==> config.mk <==
export PLATFORM = sky130hd
export DESIGN_NAME = dot_seq_ctrl
export DESIGN_NICKNAME = d
export VERILOG_FILES = /design/src/rtl/dot_seq_ctrl.sv
export SDC_FILE = /design/constraint.sdc
export NUM_CORES = 1
export LEC_CHECK = 0
export ABC_AREA = 1
export CELL_PAD_IN_SITES_DETAIL_PLACEMENT = 1
export CELL_PAD_IN_SITES_GLOBAL_PLACEMENT = 1
export CORE_UTILIZATION = 40
export DETAILED_ROUTE_END_ITERATION = 16
export PLACE_DENSITY_LB_ADDON = 0.1
export SETUP_SLACK_MARGIN = 0.2
export SLEW_MARGIN = 5
export SYNTH_ARGS = -nofsm -noshare
export SYNTH_HDL_FRONTEND = slang
export SYNTH_SLANG_ARGS = --single-unit
==> constraint.sdc <==
create_clock -name clk -period 9.6 [get_ports clk]
set_clock_uncertainty 0.1 [all_clocks]
set_input_delay 0.96 -clock clk [delete_from_list [all_inputs] [get_ports clk]]
set_output_delay 0.96 -clock clk [all_outputs]
set_load 0.05 [all_outputs]
==> src/rtl/dot_seq_ctrl.sv <==
`default_nettype none
// ============================================================================
// dot_seq_ctrl : read-issue and reduction-control sequencer for SIMD dot product
// Rev 1.0
// ============================================================================
module dot_seq_ctrl #(
  parameter int PE_COUNT   = 4,
  parameter int ADDR_WIDTH = 8,
  parameter int LEN_WIDTH  = 8,
  parameter int PIPE_LAT   = 2
) (
  input  logic                          clk,
  input  logic                          rstn,
  input  logic                          start,
  input  logic [$clog2(PE_COUNT):0]     cfg_rows,
  input  logic [LEN_WIDTH-1:0]          cfg_chunks,
  input  logic [ADDR_WIDTH-1:0]         cfg_base_a,
  input  logic [ADDR_WIDTH-1:0]         cfg_base_b,
  output logic                          busy,
  output logic                          done,
  output logic                          err,
  output logic                          rd_en,
  output logic [ADDR_WIDTH-1:0]         rd_addr_a,
  output logic [ADDR_WIDTH-1:0]         rd_addr_b,
  output logic                          dp_clr_n,
  output logic                          dot_prod_en,
  output logic                          shift
);

  localparam int RW = $clog2(PE_COUNT) + 1;
  localparam int PW = LEN_WIDTH + RW;
  localparam int DW = $clog2(PIPE_LAT + 1);
  localparam logic [RW-1:0] MAX_ROWS  = RW'(PE_COUNT);
  localparam logic [DW-1:0] DRAIN_END = DW'(PIPE_LAT - 1);

  typedef enum logic [2:0] {
    S_IDLE  = 3'd0,
    S_CLEAR = 3'd1,
    S_ISSUE = 3'd2,
    S_DRAIN = 3'd3,
    S_DONE  = 3'd4
  } state_t;

  state_t                 state_q;
  logic [RW-1:0]          rows_q;
  logic [LEN_WIDTH-1:0]   chunks_q;
  logic [ADDR_WIDTH-1:0]  base_a_q;
  logic [ADDR_WIDTH-1:0]  base_b_q;
  logic [RW-1:0]          row_q;
  logic [LEN_WIDTH-1:0]   chunk_q;
  logic [DW-1:0]          drain_q;
  logic                   rd_en_q;
  logic                   first_q;
  logic [ADDR_WIDTH-1:0]  addr_a_q;
  logic [ADDR_WIDTH-1:0]  addr_b_q;
  logic                   clr_n_q;
  logic                   done_q;
  logic                   err_q;
  logic [PIPE_LAT-1:0]    dl_en_q;
  logic [PIPE_LAT-1:0]    dl_sh_q;

  logic                   cfg_ok;
  logic                   last_chunk;
  logic                   last_issue;
  logic [RW-1:0]          row_d;
  logic [LEN_WIDTH-1:0]   chunk_d;
  logic [PW-1:0]          offs_d;
  logic [ADDR_WIDTH-1:0]  addr_a_d;
  logic [ADDR_WIDTH-1:0]  addr_b_d;

  assign cfg_ok     = (cfg_rows != '0) && (cfg_rows <= MAX_ROWS) && (cfg_chunks != '0);
  assign last_chunk = (chunk_q == chunks_q - LEN_WIDTH'(1));
  assign last_issue = last_chunk && (row_q == rows_q - RW'(1));

  // Offset row*C+chunk is formed at full width, then wrapped into the address space
  always_comb begin
    row_d   = row_q;
    chunk_d = chunk_q + LEN_WIDTH'(1);
    if (last_chunk) begin
      row_d   = row_q + RW'(1);
      chunk_d = '0;
    end
    offs_d   = PW'(row_d) * PW'(chunks_q) + PW'(chunk_d);
    addr_a_d = base_a_q + ADDR_WIDTH'(offs_d);
    addr_b_d = base_b_q + ADDR_WIDTH'(chunk_d);
  end

  always_ff @(posedge clk) begin
    if (!rstn) begin
      state_q  <= S_IDLE;
      rows_q   <= '0;
      chunks_q <= '0;
      base_a_q <= '0;
      base_b_q <= '0;
      row_q    <= '0;
      chunk_q  <= '0;
      drain_q  <= '0;
      rd_en_q  <= 1'b0;
      first_q  <= 1'b0;
      addr_a_q <= '0;
      addr_b_q <= '0;
      clr_n_q  <= 1'b1;
      done_q   <= 1'b0;
      err_q    <= 1'b0;
      dl_en_q  <= '0;
      dl_sh_q  <= '0;
    end else begin
      err_q <= 1'b0;
      // Delay line aligns each issue with its arrival at the reduction stage
      for (int i = PIPE_LAT - 1; i > 0; i--) begin
        dl_en_q[i] <= dl_en_q[i-1];
        dl_sh_q[i] <= dl_sh_q[i-1];
      end
      dl_en_q[0] <= rd_en_q;
      dl_sh_q[0] <= rd_en_q & first_q;

      case (state_q)
        S_IDLE: begin
          if (start) begin
            if (cfg_ok) begin
              rows_q   <= cfg_rows;
              chunks_q <= cfg_chunks;
              base_a_q <= cfg_base_a;
              base_b_q <= cfg_base_b;
              clr_n_q  <= 1'b0;
              state_q  <= S_CLEAR;
            end else begin
              err_q <= 1'b1;
            end
          end
        end
        S_CLEAR: begin
          clr_n_q  <= 1'b1;
          rd_en_q  <= 1'b1;
          first_q  <= 1'b1;
          row_q    <= '0;
          chunk_q  <= '0;
          addr_a_q <= base_a_q;
          addr_b_q <= base_b_q;
          state_q  <= S_ISSUE;
        end
        S_ISSUE: begin
          if (last_issue) begin
            rd_en_q <= 1'b0;
            first_q <= 1'b0;
            drain_q <= '0;
            state_q <= S_DRAIN;
          end else begin
            row_q    <= row_d;
            chunk_q  <= chunk_d;
            first_q  <= (chunk_d == '0);
            addr_a_q <= addr_a_d;
            addr_b_q <= addr_b_d;
          end
        end
        S_DRAIN: begin
          if (drain_q == DRAIN_END) begin
            done_q  <= 1'b1;
            state_q <= S_DONE;
          end else begin
            drain_q <= drain_q + DW'(1);
          end
        end
        S_DONE: begin
          done_q  <= 1'b0;
          state_q <= S_IDLE;
        end
        default: state_q <= S_IDLE;
      endcase
    end
  end

  assign busy        = (state_q != S_IDLE);
  assign done        = done_q;
  assign err         = err_q;
  assign rd_en       = rd_en_q;
  assign rd_addr_a   = addr_a_q;
  assign rd_addr_b   = addr_b_q;
  assign dp_clr_n    = clr_n_q;
  assign dot_prod_en = dl_en_q[PIPE_LAT-1];
  assign shift       = dl_sh_q[PIPE_LAT-1];

endmodule
`default_nettype wire

* Word level (Yosys, flattened, before mapping)
Cells that the tools add are included.
** Word-level totals
- Register bits :: 68
- Input bits :: 30
- Output and inout port bits :: 23
- Word-level logic and storage cells :: 89
** Cells by class
- Add/subtract/negate cells :: 8
- Multipliers :: 1
- $lt $le $gt $ge :: 1
- Equality and inequality tests :: 13
- Multiplexer cells :: 28
- Bitwise logic cells :: 1
- Reductions and logical operators :: 20
** Operators by type and width (count)
- case mux 8 bit (2 select lines) :: 3
- two-way mux 8 bit :: 4
- adder 8 bit :: 3
- two-way mux 3 bit :: 6
- inequality test 2 bit, second input constant :: 6
- case mux 3 bit (4 select lines) :: 1
- AND reduction 3 bit :: 4
- adder 8 x 1 -> 8 bit, second input constant :: 1
- == test 8 bit :: 1
- logical NOT 8 bit :: 1
- multiplier 3 x 8 -> 8 bit :: 1
- case mux 1 bit (2 select lines) :: 4
- nonzero test 2 bit :: 4
- nonzero test 8 bit :: 1
- subtractor 8 x 1 -> 8 bit, second input constant :: 1
- == test 3 x 2 -> 1 bit, second input constant :: 2
- two-way mux 1 bit :: 6
- case mux 3 bit (2 select lines) :: 1
- AND reduction 2 bit :: 3
- nonzero test 3 bit :: 2
- two-way mux 2 bit :: 2
- case mux 2 bit (2 select lines) :: 1
- AND reduction 4 bit :: 1
- adder 3 x 1 -> 3 bit, second input constant :: 1
- other kinds (10) :: 12

* Logic depth before layout (Yosys ltp)
- Depth in word-level cells :: 8
- Depth in mapped cells :: 37
- Gate-level depth less buffers :: 37

* Least setup slack after synthesis
No wires, ideal clock.
- Path kind :: register to register
- Start point :: register chunks_q[0]
- End point :: register addr_a_q[7], in the netlist rd_addr_a[7]
- Setup time :: 0.070 ns
- Arrival :: 4.725 ns
- Required time :: 9.430 ns
- Setup slack :: 4.705 ns
- Stages on the path, launching flop included :: 35
- Path buffers :: 0
- Clock period less this slack :: 4.895 ns
- Cell sequence :: dfxtp_1 -> inv_2 -> ha_1 -> nand2_1 -> inv_1 -> nor2_1 -> nand2_1 -> nor2_1 -> nand3_1 -> nor2_4 -> nand2_4 -> inv_4 -> nand2_1 -> nand2_1 -> nor2_1 -> fa_1 -> fa_1 -> inv_1 -> fa_1 -> inv_1 -> ha_1 -> inv_1 -> nor2_1 -> o21ai_0 -> nand2_1 -> nand2_1 -> nand2_1 -> a21oi_1 -> xor2_1 -> inv_1 -> nand3_1 -> nand2_1 -> nand2_1 -> nand3_1 -> a21oi_1
** Between the ends
- Word-level cells in the longest chain between the ends :: 8
- Elaborated cells between the ends (all ways) :: 12
- Classes of those cells :: add/sub: 3; mul: 1; eq/ne: 2; mux: 4; reduce/logical: 2
** Ends and longest elaborated chain
- from (decl) :: line 46 : logic [LEN_WIDTH-1:0] chunks_q;
- from (signal assigned) :: line 122 : chunks_q <= cfg_chunks;
- subtractor 8 x 1 -> 8 bit :: line 72 : assign last_chunk = (chunk_q == chunks_q - LEN_WIDTH'(1));
- == test 8 bit :: line 72
- two-way mux 3 bit :: line 79 : if (last_chunk) begin
- multiplier 3 x 8 -> 8 bit :: line 83 : offs_d = PW'(row_d) * PW'(chunks_q) + PW'(chunk_d);
- adder 8 bit :: line 83
- adder 8 bit :: line 84 : addr_a_d = base_a_q + ADDR_WIDTH'(offs_d);
- two-way mux 8 bit :: line 143 : if (last_issue) begin
- case mux 8 bit (2 select lines) :: line 117 : case (state_q)
- to (signal assigned) :: line 138 : addr_a_q <= base_a_q;
- to (signal assigned) :: line 152 : addr_a_q <= addr_a_d;
- to (decl) :: line 54 : logic [ADDR_WIDTH-1:0] addr_a_q;
Several ways; a longest one is shown, not always the timed one. The select of a mux whose other input is x is not followed.
A chain may end at the register's enable or synchronous reset.

* Final worst setup path
- Start point :: register chunks_q[1]
- End point :: register addr_a_q[7], in the netlist rd_addr_a[7]
Same word-level chain as after synthesis.

==> impl_metrics.yaml <==
drt:
  wl_mm: 12.8
  route.detailed.drc: 0
  drt_iter0_drc: 142
  drtAntennaViolNets: 0
  wl_per_cell_um: 16.0
  dr.pass1.iters: 4
  vias: 4102
  vias_per_cell: 5.11
timing:
  tightest_slew_ns: 0.781
  final-setup-viol-count: 0
  period_needed_ns: 5.53
  hold_viol_final: 0
  tns_ns: 0
  grt_setup_unrepaired: "no"
  maxSlewHeadroom: 0.474
  worst_slack_ns: 4.07
  fin_crit_sh: 0.576
  slew_viol_final: 0
  timing.fmax_mhz: 181
synth:
  synth-main-ff-cell: "dfxtp_1"
  ys_seq_area_frac: 0.317
  yosysWarnings: 0
  synth_cell_type_count: 35
  syn_inst: 614
  yosys_register_bits: 68
  yosysMostFrequentCell: "nand2_1"
  synth-edff-count: 0
  ys_top_cells_by_count: "nand2_1 (118), inv_1 (93), nor2_1 (73), dfxtp_1 (68), a21oi_1 (51)"
  yosys-top-cells-area: "dfxtp_1 (32%), nand2_1 (10%), fa_1 (8.4%), inv_1 (8.1%), ha_1 (6.4%)"
  avgSynthCellArea_um2: 7.00
  synthArstFlopShare: 0
  synth_top_area_share: 0.317
  yosysTopAreaCell: "dfxtp_1"
  syn-num-nets: 684
  syn_area_mm2: 0.00430
clocking:
  clk_latency_ns: 0.37
  clockRootBuffer: "clkbuf_8"
  cts_tree: "built"
  hold_buffers: 0
  cts-resized-gates: 0
  cts_setup_buffers: 0
  cts_htree_levels: 3
  clk_pin_slew_ns: 0.09
  cts.sinks: 68
  clockBufferDepth: 2
  cts_inserted_buffers: 9
floorplan:
  start_util: 0.414
  core_mm2: 0.0104
  fp-row-count: 37
  die-width_um: 106
  die_h_um: 106
  ios: 53
  die_area_mm2: 0.0112
critical_path:
  crit_path_top_delay_cell: "fa_1"
  critPathTopFamily: "adder cells"
  start_kind: "flip-flop"
  max_stage_delay_ns: 0.51
  crit_path_end_kind: "flip-flop"
  cp.required_ns: 9.80
  arrival_ns: 5.73
  cp_num_buf_inv: 7
  crit_top_cell: "nand2_1"
  crit_fanout: 9
  criticalPathCategory: "flip-flop to flip-flop"
global_routing:
  grt_pass1_wl_mm: 21.2
  grt_pass1_vias: 4266
  track_usage: 0.249
  antenna_found_initial: 0
  grt_max_degree: 52
  gr-total-overflow: 0
pwr:
  p_leak_nw: 2.28
  power_density_mw_per_mm2: 245
  ir_drop_mv: 0.172
  power_w: 0.00126
min_path:
  hold_class: "flip-flop to flip-flop"
final_layout:
  multi_input_area_mm2: 0.00247
  drive_gt1_frac: 0.0646
  fillers: 1349
  seqCellArea_mm2: 0.00136
  diodes: 0
  nNetsFinal: 731
  syn_to_final_growth_pct: 19.2
run_status:
  status: "finished clean"
placed_design:
  dp_hpwl_mm: 9.86
  dp_slack_ns: 4.12
  port_buffers: 52
  place.gp.congestion: 0.938
job:
  max-cap-violations: 0
[layout make-up]
class / count / area share
Sequential cell: 68 / 0.266
Clock inverter: 6 / 0.0127
Timing Repair Buffer: 55 / 0.106
Multi-Input combinational cell: 425 / 0.482
Clock buffer: 10 / 0.0249
Inverter: 102 / 0.0755
Tap cell: 136 / 0.0332
[worst register-to-register path, delay by kind of cell, from the launching register on]
family / cells / cell delay (ns)
AOI/OAI and AO/OA: 3 / 0.53
xor gates and xnor gates: 1 / 0.24
adders and majority gates: 5 / 2.13
buffers and inverters: 7 / 0.53
DFF: 1 / 0.37
and+or+nand+nor: 18 / 1.56
[through the flow]
step / cell area [um^2] / util / hold slack [ns] / instances
final: 5120 / 0.494 / 0.339 / 802
after global routing: 5120 / 0.494 / 0.363 / 802
after CTS: 5120 / 0.494 / 0.349 / 802
after detailed placement: 4930 / 0.475 / 0.321 / 786
after global placement: 4930 / 0.475 / 0.301 / 786
after floorplan: 4300 / - / 0.290 / 614
[logic make-up after synthesis]
logic type,synth area share
AOI/OAI and AO/OA,0.137
buffers and inverters,0.109
and+or+nand+nor,0.254
adders and majority gates,0.148
DFF,0.317
xor gates and xnor gates,0.0347
[registers in the layout, summed over array words and instances, names as in the netlist]
register and flops:
rd_en 1, drain_q 2, err 1, chunk_q 8, chunks_q 8, base_b_q 8, dl_sh_q 2, row_q 3
done 1, first_q 1, base_a_q 8, rd_addr_b 8, state_q 3, dl_en_q 2, rd_addr_a 8, dp_clr_n 1
rows_q 3
[path summary, 6_finish.rpt]
path | endpoint | slack, ns | start | depth (start not counted)
max | rd_addr_a[7] | 4.07 | chunks_q[1] | 34
min | dl_en_q[1] | 0.34 | dl_en_q[0] | 2
max reg2reg | rd_addr_a[7] | 4.07 | chunks_q[1] | 34
min reg2reg | dl_en_q[1] | 0.34 | dl_en_q[0] | 2
[layer usage]
metal,share of wire,vias up,global-route usage
li1,-,2030,-
met1,0.46,1977,0.315
met2,0.49,75,0.421
met3,0.035,20,0.0365
met4,0.020,0,0.106
met5,0,-,0
[cells in the final DEF (no fill, tap or decap), types with 2 or more instances in the layout]
cell,instances
nand3b_1,2
nor4_1,3
nand3_1,34
o21ai_0,39
nor2_1,72
xnor2_1,6
clkinv_2,3
clkinv_1,2
or2_2,5
nor3_1,3
inv_1,93
fa_1,18
nand2_1,118
nand2_4,2
a31oi_1,7
nand4_1,5
clkinv_4,2
clkbuf_8,9
clkdlybuf4s50_1,52
nor2_2,4
dfxtp_1,68
nand2_2,4
a21oi_1,51
inv_2,5
o21ai_1,13
buf_4,3
xor2_1,11
ha_1,22
[power by group]
part / internal (W) / leakage (nW) / switching [W] / total, W
registers: 0.000351 / 0.556 / 0.0000527 / 0.000404
clock network: 0.000120 / 0.0962 / 0.000123 / 0.000243
logic: 0.000191 / 1.63 / 0.000418 / 0.000610
total: 0.000663 / 2.28 / 0.000594 / 0.00126
Power figures use the tool's default switching activity.
